`src/rtl/isa_pkg.sv`:
```
// Shared ISA definitions for the 8-bit CPU: opcodes, control states, fixed addresses
// and the register-to-register ALU.
package isa_pkg;

    typedef enum logic [3:0] {
        OP_NOP   = 4'h0,
        OP_LOAD  = 4'h1,
        OP_STORE = 4'h2,
        OP_MOVI  = 4'h3,
        OP_ADD   = 4'h4,
        OP_SUB   = 4'h5,
        OP_AND   = 4'h6,
        OP_OR    = 4'h7,
        OP_XOR   = 4'h8,
        OP_JMP   = 4'h9,
        OP_JZ    = 4'hA,
        OP_RETI  = 4'hF
    } opcode_e;

    typedef enum logic [1:0] {
        ST_FETCH0    = 2'd0,
        ST_FETCH1    = 2'd1,
        ST_EXEC      = 2'd2,
        ST_INT_ENTRY = 2'd3
    } state_e;

    localparam logic [7:0] ISR_ADDR_DEFAULT = 8'h80;
    localparam logic [7:0] PWM_BASE_DEFAULT = 8'hFC;

    // Reserved and unknown opcodes fall through to zero; callers ignore the result for them.
    function automatic logic [7:0] alu_op(input logic [3:0] op,
                                          input logic [7:0] a,
                                          input logic [7:0] b);
        logic [7:0] res;
        res = '0;
        case (op)
            OP_ADD:  res = a + b;
            OP_SUB:  res = a - b;
            OP_AND:  res = a & b;
            OP_OR:   res = a | b;
            OP_XOR:  res = a ^ b;
            default: res = '0;
        endcase
        return res;
    endfunction

    function automatic logic is_alu_op(input logic [3:0] op);
        return (op == OP_ADD) || (op == OP_SUB) || (op == OP_AND) ||
               (op == OP_OR)  || (op == OP_XOR);
    endfunction

endpackage

```
`src/rtl/cpu_top_memory.sv`:
```
// 256-byte unified code/data memory: one combinational read port, one synchronous write port.
module cpu_top_memory
    import isa_pkg::*;
(
    input  logic       clk,
    input  logic [7:0] i_raddr,
    output logic [7:0] o_rdata,
    input  logic       i_we,
    input  logic [7:0] i_waddr,
    input  logic [7:0] i_wdata
);

    logic [7:0] memory [0:255];

    assign o_rdata = memory[i_raddr];

    always_ff @(posedge clk) begin
        if (i_we) begin
            memory[i_waddr] <= i_wdata;
        end
    end

endmodule

```
`src/rtl/cpu_top.sv`:
```
// Minimal non-pipelined 8-bit CPU: 3-cycle fetch/fetch/execute, one edge-triggered
// interrupt with a single save slot, and four memory-mapped PWM channels.
module cpu_top
    import isa_pkg::*;
#(
    parameter logic [7:0] ISR_ADDR = ISR_ADDR_DEFAULT,
    parameter logic [7:0] PWM_BASE = PWM_BASE_DEFAULT
) (
    input  logic clk,
    input  logic reset_n,
    output logic pwm_out0,
    output logic pwm_out1,
    output logic pwm_out2,
    output logic pwm_out3,
    input  logic int_req,
    output logic int_ack
);

    state_e     r_state;
    logic [7:0] r_pc;
    logic [7:0] r_ir_hi;
    logic [7:0] r_ir_lo;
    logic [7:0] r_regs [0:15];
    logic       r_z;
    logic       r_ie;
    logic       r_pending;
    logic [7:0] r_saved_pc;
    logic       r_saved_z;
    logic       r_int_ack;
    logic       r_req;
    logic       r_req_d;
    logic [7:0] r_duty [0:3];
    logic [7:0] r_pwm_cnt;
    logic [3:0] r_pwm;

    logic [3:0] w_op;
    logic [3:0] w_rd;
    logic [7:0] w_a;
    logic [7:0] w_b;
    logic [7:0] w_alu;
    logic [7:0] w_raddr;
    logic [7:0] w_rdata;
    logic       w_we;
    logic [7:0] w_pwm_off;
    logic       w_pwm_hit;
    logic       w_edge;
    logic       w_take;

    assign w_op      = r_ir_hi[7:4];
    assign w_rd      = r_ir_hi[3:0];
    assign w_a       = r_regs[r_ir_lo[7:4]];
    assign w_b       = r_regs[r_ir_lo[3:0]];
    assign w_alu     = alu_op(w_op, w_a, w_b);
    assign w_pwm_off = r_ir_lo - PWM_BASE;
    assign w_pwm_hit = (w_pwm_off < 8'd4);
    assign w_edge    = r_req & ~r_req_d;

    // RETI re-enables interrupts in the same EXEC, so an edge caught during the ISR
    // is taken immediately after it instead of one instruction later.
    assign w_take = (r_pending | w_edge) & (r_ie | (w_op == OP_RETI));

    assign w_we = !reset_n && (r_state == ST_EXEC) && (w_op == OP_STORE);

    always_comb begin
        w_raddr = r_ir_lo;
        case (r_state)
            ST_FETCH0: w_raddr = r_pc;
            ST_FETCH1: w_raddr = r_pc + 8'd1;
            default:   w_raddr = r_ir_lo;
        endcase
    end

    cpu_top_memory memory (
        .clk     (clk),
        .i_raddr (w_raddr),
        .o_rdata (w_rdata),
        .i_we    (w_we),
        .i_waddr (r_ir_lo),
        .i_wdata (r_regs[w_rd])
    );

    always_ff @(posedge clk) begin
        if (reset_n) begin
            r_state    <= ST_FETCH0;
            r_pc       <= '0;
            r_ir_hi    <= '0;
            r_ir_lo    <= '0;
            r_regs     <= '{default: '0};
            r_z        <= 1'b0;
            r_ie       <= 1'b1;
            r_pending  <= 1'b0;
            r_saved_pc <= '0;
            r_saved_z  <= 1'b0;
            r_int_ack  <= 1'b0;
            r_req      <= 1'b0;
            r_req_d    <= 1'b0;
            r_duty     <= '{default: '0};
        end else begin
            r_req     <= int_req;
            r_req_d   <= r_req;
            r_int_ack <= 1'b0;
            if (w_edge) begin
                r_pending <= 1'b1;
            end

            case (r_state)
                ST_FETCH0: begin
                    r_ir_hi <= w_rdata;
                    r_state <= ST_FETCH1;
                end
                ST_FETCH1: begin
                    r_ir_lo <= w_rdata;
                    r_pc    <= r_pc + 8'd2;
                    r_state <= ST_EXEC;
                end
                ST_EXEC: begin
                    case (w_op)
                        OP_LOAD: begin
                            r_regs[w_rd] <= w_rdata;
                            r_z          <= (w_rdata == '0);
                        end
                        OP_STORE: begin
                            if (w_pwm_hit) begin
                                r_duty[w_pwm_off[1:0]] <= r_regs[w_rd];
                            end
                        end
                        OP_MOVI: r_regs[w_rd] <= r_ir_lo;
                        OP_ADD, OP_SUB, OP_AND, OP_OR, OP_XOR: begin
                            r_regs[w_rd] <= w_alu;
                            r_z          <= (w_alu == '0);
                        end
                        OP_JMP: r_pc <= r_ir_lo;
                        OP_JZ: begin
                            if (r_z) begin
                                r_pc <= r_ir_lo;
                            end
                        end
                        OP_RETI: begin
                            r_pc <= r_saved_pc;
                            r_z  <= r_saved_z;
                            r_ie <= 1'b1;
                        end
                        default: ;
                    endcase
                    if (w_take) begin
                        r_state   <= ST_INT_ENTRY;
                        r_int_ack <= 1'b1;
                    end else begin
                        r_state <= ST_FETCH0;
                    end
                end
                ST_INT_ENTRY: begin
                    r_saved_pc <= r_pc;
                    r_saved_z  <= r_z;
                    r_pc       <= ISR_ADDR;
                    r_ie       <= 1'b0;
                    // A fresh edge landing on the entry cycle must survive the clear.
                    r_pending  <= w_edge;
                    r_state    <= ST_FETCH0;
                end
                default: r_state <= ST_FETCH0;
            endcase
        end
    end

    always_ff @(posedge clk) begin
        if (reset_n) begin
            r_pwm_cnt <= '0;
            r_pwm     <= '0;
        end else begin
            r_pwm_cnt <= r_pwm_cnt + 8'd1;
            r_pwm     <= {(r_pwm_cnt < r_duty[3]), (r_pwm_cnt < r_duty[2]),
                          (r_pwm_cnt < r_duty[1]), (r_pwm_cnt < r_duty[0])};
        end
    end

    assign pwm_out0 = r_pwm[0];
    assign pwm_out1 = r_pwm[1];
    assign pwm_out2 = r_pwm[2];
    assign pwm_out3 = r_pwm[3];
    assign int_ack  = r_int_ack;

endmodule

```
`config.mk`:
```
export PLATFORM = sky130hd
export DESIGN_NAME = cpu_top
export DESIGN_NICKNAME = d
export VERILOG_FILES = /design/src/rtl/isa_pkg.sv /design/src/rtl/cpu_top_memory.sv /design/src/rtl/cpu_top.sv
export SDC_FILE = /design/constraint.sdc
export NUM_CORES = 2
export LEC_CHECK = 0
export ABC_AREA = 1
export BUFFER_PORTS_ARGS = -buffer_cell sky130_fd_sc_hd__buf_2
export CAP_MARGIN = 20
export CELL_PAD_IN_SITES_DETAIL_PLACEMENT = 2
export CELL_PAD_IN_SITES_GLOBAL_PLACEMENT = 2
export CORE_ASPECT_RATIO = 0.8
export CORE_MARGIN = 4
export CORE_UTILIZATION = 46
export CTS_BUF_LIST = sky130_fd_sc_hd__clkbuf_16
export DETAILED_ROUTE_END_ITERATION = 7
export PLACE_DENSITY = 0.87
export SLEW_MARGIN = 20
export SYNTH_ARGS = -nofsm -noshare
export SYNTH_HDL_FRONTEND = slang
export SYNTH_SLANG_ARGS = --single-unit
export TNS_END_PERCENT = 50
```
`constraint.sdc`:
```
create_clock -name clk -period 13.03 [get_ports clk]
set_input_delay 0.6515 -clock clk [delete_from_list [all_inputs] [get_ports clk]]
set_output_delay 0.6515 -clock clk [all_outputs]
set_load 0.02 [all_outputs]
```
* Yosys cells after proc, flatten, opt, wreduce, memory -nomap -nowiden *
Memories as Yosys holds them, arrays and structs flattened.
Index checks and enable logic that the tools add are counted.

operators by class
  $add $sub $neg = 6
  magnitude comparators = 11
  eq/ne operators = 17
  multiplexer cells = 33
  bitwise logic cells = 13
  reductions and logical operators = 20

operators with widths
  cell                                                                  number
  128-bit bitwise mux                                                   3
  128-bit one-hot mux with 3 select lines                               1
  8-bit binary-select mux with 4-bit select                             3
  8-bit two-way mux                                                     9
  8-bit one-hot mux with 3 select lines                                 2
  8-bit one-hot mux with 5 select lines                                 1
  32-bit bitwise mux                                                    1
  8-bit demux with 4-bit select                                         1
  8-bit < comparator                                                    4
  8-bit by 1-bit adder with 8-bit output, second input constant         2
  8-bit demux with 2-bit select                                         1
  4-bit by 3-bit == test with 1-bit output, second input constant       4
  4-bit == test, second input constant                                  4
  8-bit logical NOT                                                     2
  8-bit one-hot mux with 2 select lines                                 1
  5-bit greater-or-equal comparator, second input constant              3
  4-bit NOT with 5-bit output                                           3
  3-bit nonzero test                                                    3
  8-bit by 2-bit adder with 8-bit output, second input constant         1
  8-bit adder                                                           1
  8-bit AND                                                             1
  4-bit by 2-bit == test with 1-bit output, second input constant       2
  8-bit by 3-bit < comparator with 1-bit output, second input constant  1
  8-bit bitwise OR                                                      1
  other kinds (29)                                                      45

word-level totals
  bits in registers = 213
  bits in writable memories = 2048
  output and inout bits = 5
  logic and storage cells = 135
  memories = 1

memories
  name           depth  bits a word  rd ports  clocked after memory_dff  wr ports  line                  RTL
  memory.memory  256    8            1         0                         1         cpu_top_memory.sv:13  logic [7:0] memory [0:255];

* Logic depth before layout (Yosys ltp) *
  depth after elaboration = 8
  depth in mapped cells = 32
  mapped depth without buffers = 30

* Hierarchy *
Synthesis repeated with hierarchy kept, for this count alone.

unflattened totals
  cell total of the unflattened synthesis = 9439
  area total of the unflattened synthesis = 98742.2 µm²

by module, submodules not included
  module          times used  cells each  area an instance (µm²)
  cpu_top_memory  1           6995        83236.1
  cpu_top         1           2444        15506.1

* Least setup slack after synthesis *
Ideal clock, no wire load.

  kind = reg-to-reg
  start = register r_ir_hi[1]
  end = memory memory.memory[0][0] (data pin)
  setup time = 1.803 ns
  data arrival time = 5.192 ns
  data required time = 11.227 ns
  setup slack = 6.035 ns
  cell stages (with the launch flop) = 8
  cell sequence = dfxtp_1 nor2_1 inv_1 clkbuf_1 buf_1 o22ai_1 o21ai_0 nand4_1

on the way
  word-level cells in the longest chain between the ends = 4

ends and longest elaborated chain
  element                                               line                  RTL
  start, declared                                       cpu_top.sv:21         logic [7:0] r_ir_hi;
  start signal, assigned                                cpu_top.sv:108        r_ir_hi <= w_rdata;
  4-bit NOT with 5-bit output (not written as such)     cpu_top.sv:79         .i_wdata (r_regs[w_rd])
  8-bit binary-select mux with 4-bit select             cpu_top.sv:79
  8-bit two-way mux (not written as such) (2 in a row)  cpu_top.sv:79
  via memory.i_wdata[0]                                 cpu_top_memory.sv:10  input logic [7:0] i_wdata
  end, declared                                         cpu_top_memory.sv:13

The timed path passes the listed nets, and every way through them passes these cells. The select of a mux whose other input is x is not followed.

* Final worst setup path *
  start = register r_state[1]
  end = register r_regs[24] (netlist bit)

on the way
  word-level cells in the longest chain between the ends = 5
  elaborated cells on any way between the ends = 8
  those cells by class = eq/ne (2); mux (3); reduce/logical (2); memory (1)

ends and longest elaborated chain
  element                                                                               line            RTL
  start, declared                                                                       cpu_top.sv:19   state_e r_state;
  start signal, assigned                                                                cpu_top.sv:84   r_state <= ST_FETCH0;
  start signal, assigned                                                                cpu_top.sv:109  r_state <= ST_FETCH1;
  start signal, assigned                                                                cpu_top.sv:114  r_state <= ST_EXEC;
  2-bit by 1-bit == test with 1-bit output / 2-bit logical NOT (equally long branches)  cpu_top.sv:66   case (r_state)
  8-bit one-hot mux with 2 select lines                                                 cpu_top.sv:66
  memory read 256 x 8 bit                                                               --
  128-bit bitwise mux                                                                   cpu_top.sv:119  r_regs[w_rd] <= w_rdata;
  128-bit one-hot mux with 3 select lines                                               cpu_top.sv:117  case (w_op)
  end signal, assigned by index                                                         cpu_top.sv:119
  end signal, assigned by index                                                         cpu_top.sv:127  OP_MOVI: r_regs[w_rd] <= r_ir_lo;
  end signal, assigned by index                                                         cpu_top.sv:129  r_regs[w_rd] <= w_alu;
  end, declared                                                                         cpu_top.sv:23   logic [7:0] r_regs [0:15];

Parallel ways exist; a longest one is shown, timed or not.
A chain may end at the register's enable or synchronous reset.

==> flow_summary.yaml <==
detailed_routing:
  drt-total-wl_mm: 480
  wire_per_inst_um: 39.5
  firstDrtPassIters: 7
  route.detailed.drc: 0
  first_iter_violations: 13600
  vias_per_cell: 7.06
  detail-route-antenna-nets: 0
  via_count: 85800
worst_hold_path:
  hold_path.class: "input port to flip-flop"
layout:
  drive_above_1_share_pct: 6.24
  stdcell_area_mm2: 0.108
  layout_common_cells: "nand3_1, edfxtp_1, nand2_1"
  nets: 9160
  layout_commonest_cell: "nand3_1"
  fin_cells: 12200
  syn_to_final_growth_pct: 9.05
power_and_ir_drop:
  p_int_mw: 13.0
  switching_share_pct: 40.3
  p_per_area_mw_per_mm2: 200
  clkPwrFrac_pct: 31.7
  combPwrFrac_pct: 30.8
  leakagePower_nw: 37.3
  ir_drop_uv: 130
  power.switching_mw: 8.76
  pwr-share-seq_pct: 37.5
  power.total_mw: 21.7
worst_setup_path:
  cpLargestDelayFamily: "simple AND/OR/NAND/NOR gates"
  cp-start-kind: "flip-flop"
  crit_buf_inv: 4
  critical_path_class: "flip-flop to flip-flop"
  slowest_stage: "buf_4"
  cp_cell_sequence: "inv_2 -> nand3_4 -> nand2_8 -> buf_4 -> buf_4 -> nand2_1 -> nand3_1 -> nand3_1 -> nand3_1 -> nand3_1 -> nand3_1 -> nand3_1 -> nand3_1 -> nand2_1 -> inv_2 -> nand2_1 -> a31oi_1"
  cp_common_cell: "nand3_1"
  cp.arrival_ns: 8.66
  end_kind: "flip-flop"
  worstPathMaxFanout: 90
  slowest_delay_ns: 0.95
  crit_required_ns: 13.85
timing:
  period_needed_ns: 7.84
  setup_viol: 0
  rsz0062_at_grt: "no"
  hold_viol_final: 0
  tightest_slew_ns: 1.42
  skew_ns: 0.133
  timing.hold.ws_ns: 0.126
  slew_headroom_pct: 5.00
  drv_slew: 0
  tns_ns: 0
  fin_crit_sh_pct: 60.2
  fmax_ghz: 0.128
die:
  io_pins: 8
  fp.dieW_um: 528
  core_mm2: 0.215
  die_h_um: 424
  initial_utilization_pct: 46.3
  die-area_mm2: 0.224
  row_count: 152
placement:
  place_congestion: 0.967
  dpl.cell_count: 11700
  dp_hpwl_mm: 254
  post_dp_cell_area_mm2: 0.101
  numPortBuffers: 7
synthesis:
  ys_seq_area_share_pct: 66.1
  syn_avg_cell_area_um2: 10.6
  syn_area_mm2: 0.0995
  yosys_register_bits: 2261
  synth.distinct_cells: 50
  synth_edf_count: 2048
  postSynth.asyncResetShare_pct: 0
  synth_nets: 9445
  yosys_warnings: 0
  synthCells: 9386
  synth_ff_type: "edfxtp_1"
global_route:
  grt_use_total_pct: 41.5
  grt_pass1_wl_mm: 678
  antenna_found_initial: 38
  grt_pass1_vias: 89200
  grt_max_degree: 191
  overflow: 0
clocking:
  htree_levels: 4
  cts_made_buffers: 233
  clkSlewWorstSetupHoldPaths_ns: 0.07
  hold_buffers: 0
  clock_latency_ns: 1.01
  postCtsSetupRepairBufs: 0
  post_cts_resized: 0
  cts_buffer_depth: 4
  cts_tree: "built"
  numClockSinks: 2261
  cts.root.buffer_cell: "clkbuf_16"
job:
  maxCapViolCount: 0
run_status:
  status: "completed"
## power by group through the flow
stage,Sequential [mW],Clock (mW),Combinational (mW)
3_3_place_gp,8.29,0,5.49
6_report,8.15,6.90,6.70
5_1_grt,8.15,7.16,6.81
4_1_cts,8.14,6.84,6.27
3_5_place_dp,8.30,0,5.93
2_1_floorplan,8.38,0,3.46
## final cells by class
cell class                      count  area (um2)
Antenna cell                       33        82.6
Clock buffer                      235        5880
Fill cell                       21100      106000
Clock inverter                    179        1270
Inverter                          507        1930
Tap cell                         2849        3560
Sequential cell                  2261       65800
Multi-Input combinational cell   5946       28700
Timing Repair Buffer              152        1330
## cell families (layout without fill, tap and decap cells)
family / count (synthesis) / after routing / share of synthesized area, %
buf+inv: 1179 / 1073 / 5.35
simple gates: 4650 / 4650 / 20.6
compound gates: 1230 / 1230 / 7.18
other cells: 0 / 33 / 0
xor+xnor: 10 / 10 / 0.0880
fa+ha+maj: 56 / 56 / 0.712
flops: 2261 / 2261 / 66.1
## worst min-delay path, cell delays in order
cell and delay, ns:
buf_2 0.10, inv_1 0.05, nor2_1 0.12
## per-layer routing
| metal | vias to the layer above | part of all wire (%) | GRT usage [%] |
|---|---|---|---|
| li1 | 33000 | - | - |
| met1 | 43400 | 35 | 51.4 |
| met2 | 7359 | 46 | 65.1 |
| met3 | 2091 | 12 | 10.7 |
| met4 | 26 | 7.4 | 26.1 |
| met5 | - | 0.036 | 0 |
## stage by stage
stage | util [%] | setup WS [ns]
after global placement | 47.0 | 6.63
after global routing | 50.4 | 5.23
after floorplan | - | 6.03
final | 50.5 | 5.19
after detailed placement | 47.0 | 6.11
after CTS | 50.3 | 5.75
## sequential cells by signal, indices dropped and copies added (netlist names), 2 cells and up
signal,count
memory.memory,2048
r_duty,32
r_ir_hi,8
r_ir_lo,8
r_pc,8
r_pwm,4
r_pwm_cnt,8
r_regs,128
r_saved_pc,8
r_state,2
## Yosys cell counts, types with 121 or more instances
master	n	area [um2]
o211ai_1	174	1310
clkbuf_1	258	968
o22ai_1	179	1120
inv_1	483	1810
buf_2	249	1250
o21ai_0	523	2620
nand2_1	1905	7150
nand3_1	2237	11200
edfxtp_1	2048	61500
a21oi_1	121	606
nor2_1	432	1620
dfxtp_1	213	4260
## final timing paths
check	to	cells past startpoint	start	slack [ns]
worst max-delay path	r_regs[24]$_SDFFE_PP0P_	17	r_state[1]$_SDFF_PP0_	5.19
worst max register to register	r_regs[24]$_SDFFE_PP0P_	17	r_state[1]$_SDFF_PP0_	5.19
worst min-delay path	r_req$_SDFF_PP0_	3	int_req	0.13
worst min register to register	r_duty[14]$_SDFFE_PP0P_	2	r_duty[14]$_SDFFE_PP0P_	0.57
Note: power is estimated with default switching activity, not from simulation.
